--- src/rtl/bitset_cmd_seq.sv ---
// ============================================================================
// Module  : bitset_cmd_seq
// Brief   : Queued single-bit / whole-word write front end with a registered word.
//           Optional macro BITSET_PARITY_EN adds a y_parity output coherent with y.
// Revision: 1.0 - initial release
// ============================================================================
`default_nettype none

module bitset_cmd_seq #(
  parameter int WIDTH = 4,
  parameter int IDX_W = 2,
  parameter int DEPTH = 4
) (
  input  logic                     clk,
  input  logic                     rst_n,
  input  logic                     cmd_valid,
  output logic                     cmd_ready,
  input  logic                     cmd_load,
  input  logic [IDX_W-1:0]         cmd_index,
  input  logic                     cmd_value,
  input  logic [WIDTH-1:0]         cmd_data,
  input  logic                     hold,
  output logic [WIDTH-1:0]         y,
  output logic                     y_valid,
  output logic                     idx_err,
  output logic [$clog2(DEPTH):0]   count,
  output logic                     busy
`ifdef BITSET_PARITY_EN
  ,
  output logic                     y_parity
`endif
);

  localparam int PW = $clog2(DEPTH);
  localparam int CW = PW + 1;
  localparam int EW = 1 + IDX_W + 1 + WIDTH;
  localparam logic [CW-1:0]    c_DEPTH = CW'(DEPTH);
  localparam logic [CW-1:0]    c_ONE   = CW'(1);
  localparam logic [IDX_W:0]   c_WIDTH = (IDX_W + 1)'(WIDTH);

  typedef enum logic [1:0] {
    S_IDLE = 2'd0,
    S_RUN  = 2'd1,
    S_HOLD = 2'd2
  } state_t;

  state_t             r_state;
  logic [EW-1:0]      r_mem [DEPTH];
  logic [PW-1:0]      r_wr_ptr;
  logic [PW-1:0]      r_rd_ptr;
  logic [CW-1:0]      r_count;
  logic [WIDTH-1:0]   r_y;
  logic               r_y_valid;
  logic               r_idx_err;

  logic               w_ready;
  logic               w_push;
  logic               w_pop;
  logic [EW-1:0]      w_head;
  logic               w_head_load;
  logic [IDX_W-1:0]   w_head_index;
  logic               w_head_value;
  logic [WIDTH-1:0]   w_head_data;
  logic               w_idx_ok;
  logic [WIDTH-1:0]   w_y_next;

  // Ready depends on occupancy only, so a pop in the same cycle never frees a full FIFO.
  assign w_ready = (r_count < c_DEPTH);
  assign w_push  = cmd_valid && w_ready;
  assign w_pop   = (r_state == S_RUN) && (r_count != '0) && !hold;

  assign w_head       = r_mem[r_rd_ptr];
  assign w_head_load  = w_head[EW-1];
  assign w_head_index = w_head[EW-2 -: IDX_W];
  assign w_head_value = w_head[WIDTH];
  assign w_head_data  = w_head[WIDTH-1:0];
  assign w_idx_ok     = ({1'b0, w_head_index} < c_WIDTH);

  // Out-of-range indices simply match no bit, leaving the word untouched.
  always_comb begin
    w_y_next = r_y;
    if (w_head_load) begin
      w_y_next = w_head_data;
    end else begin
      for (int i = 0; i < WIDTH; i++) begin
        if ({1'b0, w_head_index} == (IDX_W + 1)'(i)) begin
          w_y_next[i] = w_head_value;
        end
      end
    end
  end

  always_ff @(posedge clk) begin
    if (w_push) begin
      r_mem[r_wr_ptr] <= {cmd_load, cmd_index, cmd_value, cmd_data};
    end
  end

  always_ff @(posedge clk or negedge rst_n) begin
    if (!rst_n) begin
      r_state   <= S_IDLE;
      r_wr_ptr  <= '0;
      r_rd_ptr  <= '0;
      r_count   <= '0;
      r_y       <= '0;
      r_y_valid <= 1'b0;
      r_idx_err <= 1'b0;
    end else begin
      r_y_valid <= w_pop;

      if (w_push) begin
        r_wr_ptr <= r_wr_ptr + 1'b1;
      end
      if (w_pop) begin
        r_rd_ptr <= r_rd_ptr + 1'b1;
        r_y      <= w_y_next;
        if (!w_head_load && !w_idx_ok) begin
          r_idx_err <= 1'b1;
        end
      end

      case ({w_push, w_pop})
        2'b10:   r_count <= r_count + c_ONE;
        2'b01:   r_count <= r_count - c_ONE;
        default: r_count <= r_count;
      endcase

      case (r_state)
        S_IDLE: begin
          if (w_push || (r_count != '0)) begin
            r_state <= S_RUN;
          end
        end
        S_RUN: begin
          if (hold) begin
            r_state <= S_HOLD;
          end else if (!w_push && ((r_count == '0) || (w_pop && (r_count == c_ONE)))) begin
            r_state <= S_IDLE;
          end
        end
        S_HOLD: begin
          if (!hold) begin
            r_state <= ((r_count != '0) || w_push) ? S_RUN : S_IDLE;
          end
        end
        default: r_state <= S_IDLE;
      endcase
    end
  end

`ifdef BITSET_PARITY_EN
  logic r_parity;

  always_ff @(posedge clk or negedge rst_n) begin
    if (!rst_n) begin
      r_parity <= 1'b0;
    end else if (w_pop) begin
      r_parity <= ^w_y_next;
    end
  end

  assign y_parity = r_parity;
`endif

  assign cmd_ready = w_ready;
  assign y         = r_y;
  assign y_valid   = r_y_valid;
  assign idx_err   = r_idx_err;
  assign count     = r_count;
  assign busy      = (r_count != '0);

endmodule

`default_nettype wire

--- config.mk ---
export PLATFORM = sky130hd
export DESIGN_NAME = bitset_cmd_seq
export DESIGN_NICKNAME = d
export VERILOG_FILES = /design/src/rtl/bitset_cmd_seq.sv
export SDC_FILE = /design/constraint.sdc
export NUM_CORES = 1
export LEC_CHECK = 0
export ABC_AREA = 1
export BUFFER_PORTS_ARGS = -buffer_cell sky130_fd_sc_hd__buf_4
export CAP_MARGIN = 0
export CORE_ASPECT_RATIO = 2
export CORE_MARGIN = 4
export CORE_UTILIZATION = 40
export DETAILED_ROUTE_END_ITERATION = 8
export SYNTH_ARGS = -nofsm -noshare
export SYNTH_HDL_FRONTEND = slang
export SYNTH_SLANG_ARGS = --single-unit
--- constraint.sdc ---
create_clock -name clk -period 2.5 [get_ports clk]
set_input_delay 0.125 -clock clk [delete_from_list [all_inputs] [get_ports clk]]
set_output_delay 0.125 -clock clk [all_outputs]
set_load 0.01 [all_outputs]
# After elaboration in Yosys (flattened, before gate mapping)
# Memory sizes are Yosys's and may differ from the RTL's.
# Index checks and enable logic that the tools add are counted.
dict set report totals {
  ff_bits 14
  ram_bits 32
  inputBits 12
  out_inout_bits 11
  wordCells 63
  memories 1
}
# name depth word_bits rd rd_ports_with_merged_regs wr line_no
set memory_table {}
lappend memory_table {r_mem 4 8 1 0 1 48} ;# logic [EW-1:0] r_mem [DEPTH];
dict set report op_classes {
  n_addsub 4
  magnitude_cmp 1
  n_eq_ne 11
  mux 14
  reduce_logical 23
}
# op count
set op_table {}
lappend op_table {{$reduce_bool 2->1} 5}
lappend op_table {{$eq 2x2->1 const B} 4}
lappend op_table {{$mux 2} 4}
lappend op_table {{$reduce_and 2->1} 4}
lappend op_table {{$mux 1} 7}
lappend op_table {{$eq 2x1->1 const B} 3}
lappend op_table {{$pmux 2 s3} 1}
lappend op_table {{$pmux 3 s2} 1}
lappend op_table {{$logic_and 1x1->1} 5}
lappend op_table {{$add 2x1->2 const B} 2}
lappend op_table {{$logic_not 2->1} 2}
lappend op_table {{$mux 4} 1}
lappend op_table {{$ne 2x2->1 const B} 2}
lappend op_table {{$add 3x1->3 const B} 1}
lappend op_table {{$eq 3x1->1 const B} 1}
lappend op_table {{$logic_not 3->1} 1}
lappend op_table {{$lt 3x3->1 const B} 1}
lappend op_table {{$ne 3x2->1 const B} 1}
lappend op_table {{$reduce_and 3->1} 1}
lappend op_table {{$reduce_bool 3->1} 1}
lappend op_table {{$sub 3x1->3 const B} 1}
lappend op_table {{$logic_not 1->1} 2}
lappend op_table {{$logic_or 1x1->1} 2}

# Longest topological paths before layout
# Gate-level depths: netlist (run 1).
dict set report logic_depth {
  depth_word 9
  mapped_depth 12
}

# Worst setup path before layout (run 1)
# No wires, ideal clock.
dict set report synth_timing {
  path_type {register to register}
  start {register r_count[0] (netlist: count[0])}
  end {register r_count[2] (netlist: count[2])}
  setup_time_ns 0.118
  arrival_time_ns 1.783
  setup_slack_ns 0.598
  path_stages_with_launch 12
  n_path_buf 1
  cell_sequence {dfrtp_1 inv_1 ha_1 nand2_2 inv_1 nor2_1 buf_6 ha_1 nor2_1 o21ai_0 xor2_1 inv_1}
}
dict set report synth_between {
  elab_chain_cells 5
}
# item line_no
set synth_lines {}
lappend synth_lines {{from (decl)} 51} ;# logic [CW-1:0] r_count;
lappend synth_lines {{from (signal assigned)} 123} ;# 2'b10: r_count <= r_count + c_ONE;
lappend synth_lines {{from (signal assigned)} 124} ;# 2'b01: r_count <= r_count - c_ONE;
lappend synth_lines {{from (signal assigned)} 125} ;# default: r_count <= r_count;
lappend synth_lines {{$reduce_bool 3->1 (*)} n/a}
lappend synth_lines {{named net busy} 27} ;# output logic busy
lappend synth_lines {{$logic_and 1x1->1 (*) (2 in a row)} 70} ;# assign w_pop = (r_state == S_RUN) && (r_count != '0) && !hold;
lappend synth_lines {{named net w_pop} 58} ;# logic w_pop;
lappend synth_lines {{$eq 2x1->1 or $eq 2x2->1 (tied branches)} 122} ;# case ({w_push, w_pop})
lappend synth_lines {{$pmux 3 s2 or $reduce_bool 2->1 (tied branches)} n/a}
# Mark *: on every way through the listed nets, which the timed path passes. The rest lies on a longest branch.
# A chain may end at the register's enable or synchronous reset.

# Worst setup path in the final report (run 1)
dict set report layout_timing {
  start {register r_count[0] (netlist: count[0])}
  end {register r_count[2] (netlist: count[2])}
}
dict set report layout_between {
  elab_chain_cells 5
}
# item
set layout_lines {}
lappend layout_lines {{branches (longest 5 deep; another with $lt 3x3->1)}}
# Parallel ways; which one is timed is not known.

==> metrics.txt, run 1 <==
vias in the first global route=1,565; clock buffer depth=2; Max Cap Viol=0; final period utilization=70.8%; CP Data Required Time=2.70 ns; Initial Util=41.4%; DP HPWL=2990 µm; CP Launch Type=register; Worst Skew=0.00940 ns; nets=290; post-synthesis sequential area ratio=58.4%; hold path startpoint=cmd_data[3]; row cnt=38; Crit Path Category=reg -> reg; PD cells=1140 nW/µm²; run status=finished, final reports clean; Slowest cell on crit path=dfrtp_1; first-pass GRT wire length=6870 µm; Cell Chain, Critical Path=inv_1 -> ha_1 -> nand2_2 -> inv_1 -> nor2_1 -> ha_1 -> nor2_1 -> o21ai_0 -> xor2_1 -> inv_1; gr ovfl total=0; layout cells sized above 1=14.8%; chip height=114 µm; gpl congestion=0.759; FF+latch count, synth=46; cell taking the most area after synthesis=edfxtp_1; Via density=4.63; first-iteration detailed-routing DRC count=39; Worst Path Max Fanout=5; Syn Nets=261; Hold WS=0.0214 ns; die extent in x=61.0 µm; fmax=0.565 GHz; Critical R2R Launch=count[0]; post-cts hold buffer count=1; R2R setup slack=0.73 ns; Leak=1.27 nW; Layout area overhead=14.6%; Worst Path Buf+Inv=3; CTS buffer count=5; RSZ-0062 raised after global routing=no; cell mode on critical path=inv_1; clk sinks=46; library cells used by synthesis=20; largest net degree at the start of global routing=20; All-Layer GR Usage=13.6%; Placed Area=2450 µm²; Post-CTS Resized=0; Synth top area share=42.8%; Final setup violation count=0; number of antenna violations at the first check in global routing=0; die area=6950 µm²; Cells after Synth=240; DRT antenna net count=0; drt first pass iters=4; DRT Wirelength=4050 µm; Ant. Diodes=0; Final TNS setup=0 ns; root buffer cell=clkbuf_8; core region area=5420 µm²; Synthesis Warnings=0; Area contributors post-synth=edfxtp_1 (43%), dfrtp_1 (16%), nand2_1 (15%), inv_1 (6.5%), nand3_1 (5.1%); family with the most delay on the worst path=adder cells; Finished Layout Cells=330; arrival time at the worst endpoint=1.97 ns; buffers inserted by post-CTS timing repair=0; Critical Path End Type=register; Buffers on Ports=21; placed instance count=321; fin crit period=1.77 ns; Max IR drop VDD=0.000674 V; Slew Viols, Final=0; Mapped Area=2240 µm²; Final Instance Area=2570 µm²; final routed DRC violation total=0; Hold Path Class=in -> reg; final hold viol count=0; Max H-tree Level=2; Top Ports=23; TritonCTS clock tree=built; Mean Syn Cell Area=9.35 µm²; post-DR wirelength/cell=12.3 µm; latest clock arrival within the worst-skew pair=0.30 ns; Clock transition at path regs=0.08 ns; Critical path origin=count[0]; routed vias=1,528; Worst path max stage delay=0.43 ns
-- flip-flops by register name, indices dropped and copies added, names as in the netlist --
name and flops:
count 3, r_mem 32, r_rd_ptr 2, r_state 2, r_wr_ptr 2, y 4
y_valid 1
-- final timing paths --
path	endpoint	cells after the start
max	count[2]	10
min	r_mem[3][3]	1
max reg2reg	count[2]	10
min reg2reg	y[3]	2
max in group asynchronous	r_wr_ptr[1]	2
min in group asynchronous	y[0]	2
-- layer usage --
layer  vias to the layer above  global-route usage [%]  part of all wire [%]
met5                         -                       0                     0
met4                         0                    8.10                   3.8
met3                        13                    2.94                   3.5
met2                        26                    24.6                    58
met1                       696                    13.1                    35
li1                        793                       -                     -
-- where the power goes --
group          total [mW]  internal (mW)  switching [mW]  leakage, nW
Clock               0.528          0.298           0.230       0.0514
Sequential           1.10           1.01          0.0915        0.462
Combinational        1.30          0.479           0.818        0.758
-- cell families (layout without fill, tap and decap cells) --
family | Yosys count | in the layout | synth area share (%)
AND/OR/NAND/NOR | 125 | 125 | 22.5
adder cells (fa/ha/maj) | 9 | 9 | 5.02
flip-flops | 46 | 46 | 58.4
other | 1 | 1 | 0.167
buffers and inverters | 48 | 78 | 10.3
XOR/XNOR | 6 | 6 | 2.34
AO/OA/AOI/OAI | 5 | 5 | 1.23
-- worst register-to-register path, stage by stage (launching register included) --
cell     delay, ns
dfrtp_1       0.43
inv_1         0.08
ha_1          0.21
nand2_2       0.07
inv_1         0.05
nor2_1        0.15
ha_1          0.30
nor2_1        0.11
o21ai_0       0.10
xor2_1        0.14
inv_1         0.05
-- cells in the mapped netlist --
cell type,number
xor2_1,4
buf_8,1
dfrtp_1,14
xnor2_1,2
nand2_1,90
edfxtp_1,32
o21ai_0,2
o211ai_1,1
a21oi_1,2
conb_1,1
clkbuf_4,1
inv_2,2
buf_6,3
nand2_2,3
nor2_1,9
buf_4,1
ha_1,9
clkbuf_8,1
inv_1,39
nand3_1,23
-- per-stage QoR --
| stage | setup WS [ns] | utilization [%] | power, mW |
|---|---|---|---|
| after floorplan | 0.598 | - | 2.08 |
| after global placement | 0.773 | 45.2 | 2.42 |
| after detailed placement | 0.725 | 45.2 | 2.44 |
| after CTS | 0.719 | 47.5 | 2.98 |
| after global routing | 0.556 | 47.5 | 3.21 |
| final | 0.730 | 47.5 | 2.93 |
-- layout by cell type (no fill, tap or decap) --
master / instances
a21oi_1: 2
buf_4: 28
bufinv_16: 1
clkbuf_1: 1
clkbuf_8: 5
clkinvlp_4: 1
conb_1: 1
dfrtp_1: 14
dlygate4sd3_1: 1
edfxtp_1: 32
ha_1: 9
inv_1: 39
inv_2: 2
nand2_1: 90
nand2_2: 3
nand3_1: 23
nor2_1: 9
o211ai_1: 1
o21ai_0: 2
xnor2_1: 2
xor2_1: 4
-- layout make-up --
type                    instances  area [µm²]
clock buffers                   6        72.6
clock inverters                 2        37.5
fillers                       543        2850
inverters                      41         154
multi-input cells             146         702
flip-flops and latches         46        1310
well taps                      60        75.1
repair buffers                 29         220
(Power assumes the default switching activity.)
==> run 2, diff against run 1 <==
==> constraint.sdc (replaced) <==
create_clock -name clk -period 1.55 [get_ports clk]
set_input_delay 0.0775 -clock clk [delete_from_list [all_inputs] [get_ports clk]]
set_output_delay 0.0775 -clock clk [all_outputs]
set_load 0.01 [all_outputs]
==> metrics.txt, run 2 (synthesis gave the netlist of run 1 again) <==
run status=finished, final reports clean; Crit Path Category=reg -> reg; Initial Util=41.4% (unchanged); fmax=0.668 GHz (+18%); Reg area=1310 µm² (+0.19%); Max IR drop VDD=0.00127 V (+89%); Buffers on Ports=21 (unchanged); DRT Wirelength=4410 µm (+8.8%); clock buffer depth=2 (unchanged); die area=6950 µm² (unchanged); reg2reg end=count[2]; largest net degree at the start of global routing=15 (-25%); Sw Pwr=1.99 mW (+75%); gpl congestion=0.818 (+7.8%); r2r worst-path depth=10 (unchanged); Pint=2.97 mW (+66%); clk sinks=46 (unchanged); Slew Viols, Final=0 (unchanged); number of antenna violations at the first check in global routing=0 (unchanged); first-pass GRT wire length=7160 µm (+4.3%); leading cell type in the layout, fill and taps excluded=nand2_1; final routed DRC violation total=0 (unchanged); Layout area overhead=23.4%; max FFs per register=32 (unchanged); fin crit period=1.50 ns (-0.274 ns); core region area=5420 µm² (unchanged); die extent in x=61.0 µm (unchanged); RSZ-0062 raised after global routing=yes; commonest non-fill, non-tap cells in the layout=nand2_1 (90), buf_4 (39), inv_1 (36), edfxtp_1 (32), nand3_1 (23); Finished Layout Cells=349 (+5.8%); Max H-tree Level=2 (unchanged); Top Ports=23 (unchanged); final hold viol count=0 (unchanged); final worst slack=0.0537 ns (-0.676 ns); Critical R2R Launch=count[1]; combined area of the multi-input logic cells=758 µm² (+8.0%); Clock transition at path regs=0.08 ns (about the same); All-Layer GR Usage=14.5% (+0.92 points); Switching Fraction=40.1% (+1.2 points); Leak=1.35 nW (+6.2%); gr ovfl total=0 (unchanged); Largest Register=r_mem; Worst Skew=0.00464 ns (-0.00476 ns); hold endpoint=r_state[1]; DRT antenna net count=0 (unchanged); R2R setup slack=0.05 ns (-0.68 ns); layout cells sized above 1=20.8% (+5.9 points); arrival time at the worst endpoint=1.69 ns (-0.28 ns); clock power share=13.5% (-4.5 points); hold path startpoint=hold; Critical Path End Type=register; Sequential Power Share=36.1% (-1.6 points); CTS buffer count=5 (unchanged); Max Cap Viol=0 (unchanged); root buffer cell=clkbuf_8; TritonCTS clock tree=built; row cnt=38 (unchanged); Final setup violation count=0 (unchanged); Hold Path Class=in -> reg; first-iteration detailed-routing DRC count=43 (+10%); final period utilization=96.5% (+26 points); routed vias=1,585 (+3.7%); nets=309 (+6.6%); placed instance count=327 (+1.9%); hold path depth=3 (+2); PD cells=1790 nW/µm² (+58%); fill cell count=532 (-2.0%); post-DR wirelength/cell=12.6 µm (+2.8%); drt first pass iters=4 (unchanged); Ant. Diodes=0 (unchanged); chip height=114 µm (unchanged); DP HPWL=3200 µm (+7.3%); CP Data Required Time=1.74 ns (-0.96 ns); Place WS=0.00248 ns (-0.723 ns); vias in the first global route=1,638 (+4.7%); Comb power frac=50.4% (+6.1 points); Overall Power=4.97 mW (+70%); Worst Path Max Fanout=4 (-1); CP Launch Type=register; latest clock arrival within the worst-skew pair=0.29 ns (about the same); Via density=4.54 (-1.9%); Core Util, Final=51.1% (+3.6 points)
[run 2: critical path: stages, from the launching register on]
cell	delay [ns]
dfrtp_1	0.37
inv_2	0.07
ha_4	0.16
nand2_4	0.06
inv_4	0.04
nor2_4	0.12
ha_4	0.23
nor2_4	0.08
o21ai_2	0.06
xor2_1	0.14
inv_1	0.05
[run 2: worst max-delay path by stage]
stage	cells past startpoint	startpoint	slack [ns]	to
final	10	count[1]	0.05	count[2]
after global routing	10	count[1]	-0.07	count[2]
after CTS	10	count[1]	0.02	count[2]
after detailed placement	10	count[1]	0.002	count[2]
after global placement	10	count[1]	0.06	count[2]
after floorplan	11	count[1]	-0.11	count[2]
[run 2: what timing repair did]
action / 4_1_cts / 5_1_grt
hold buffers: 9 / 0
pin swaps: 0 / 2
buffers inserted: 0 / 5
setup endpoints to repair: 1 / 3
hold endpoints to repair: 46 / 0
resized for setup: 1 / 8
[run 2: routing by layer]
layer  wire length [µm]  track usage [%]
met3                108             3.06
met2               2580             27.1
met5                  0                0
met1               1550             13.2
met4                171             8.54
[run 2: power groups by stage]
| stage | Sequential [mW] | Combinational [mW] | Clock, mW |
|---|---|---|---|
| 6_report | 1.79 | 2.50 | 0.671 |
| 5_1_grt | 1.82 | 2.84 | 0.748 |
| 4_1_cts | 1.79 | 2.40 | 0.703 |
| 3_5_place_dp | 1.81 | 2.36 | 0 |
| 3_3_place_gp | 1.81 | 2.33 | 0 |
| 2_1_floorplan | 1.84 | 1.60 | 0 |
[run 2: metrics by stage]
stage                     area [µm²]  setup TNS, ns  hold slack (ns)
after floorplan                 2280         -0.110           -0.218
after global placement          2530              0          -0.0618
after detailed placement        2530              0          -0.0606
after CTS                       2710              0           0.0341
after global routing            2770        -0.0682           0.0518
final                           2770              0           0.0449
[run 2: layout make-up]
type	count	area share [%]
inverter	41	5.74
multi-input combinational	146	27.4
timing repair buffer	48	13.8
clock buffer	5	2.49
sequential	46	47.4
tap	60	2.71
clock inverter	3	0.407
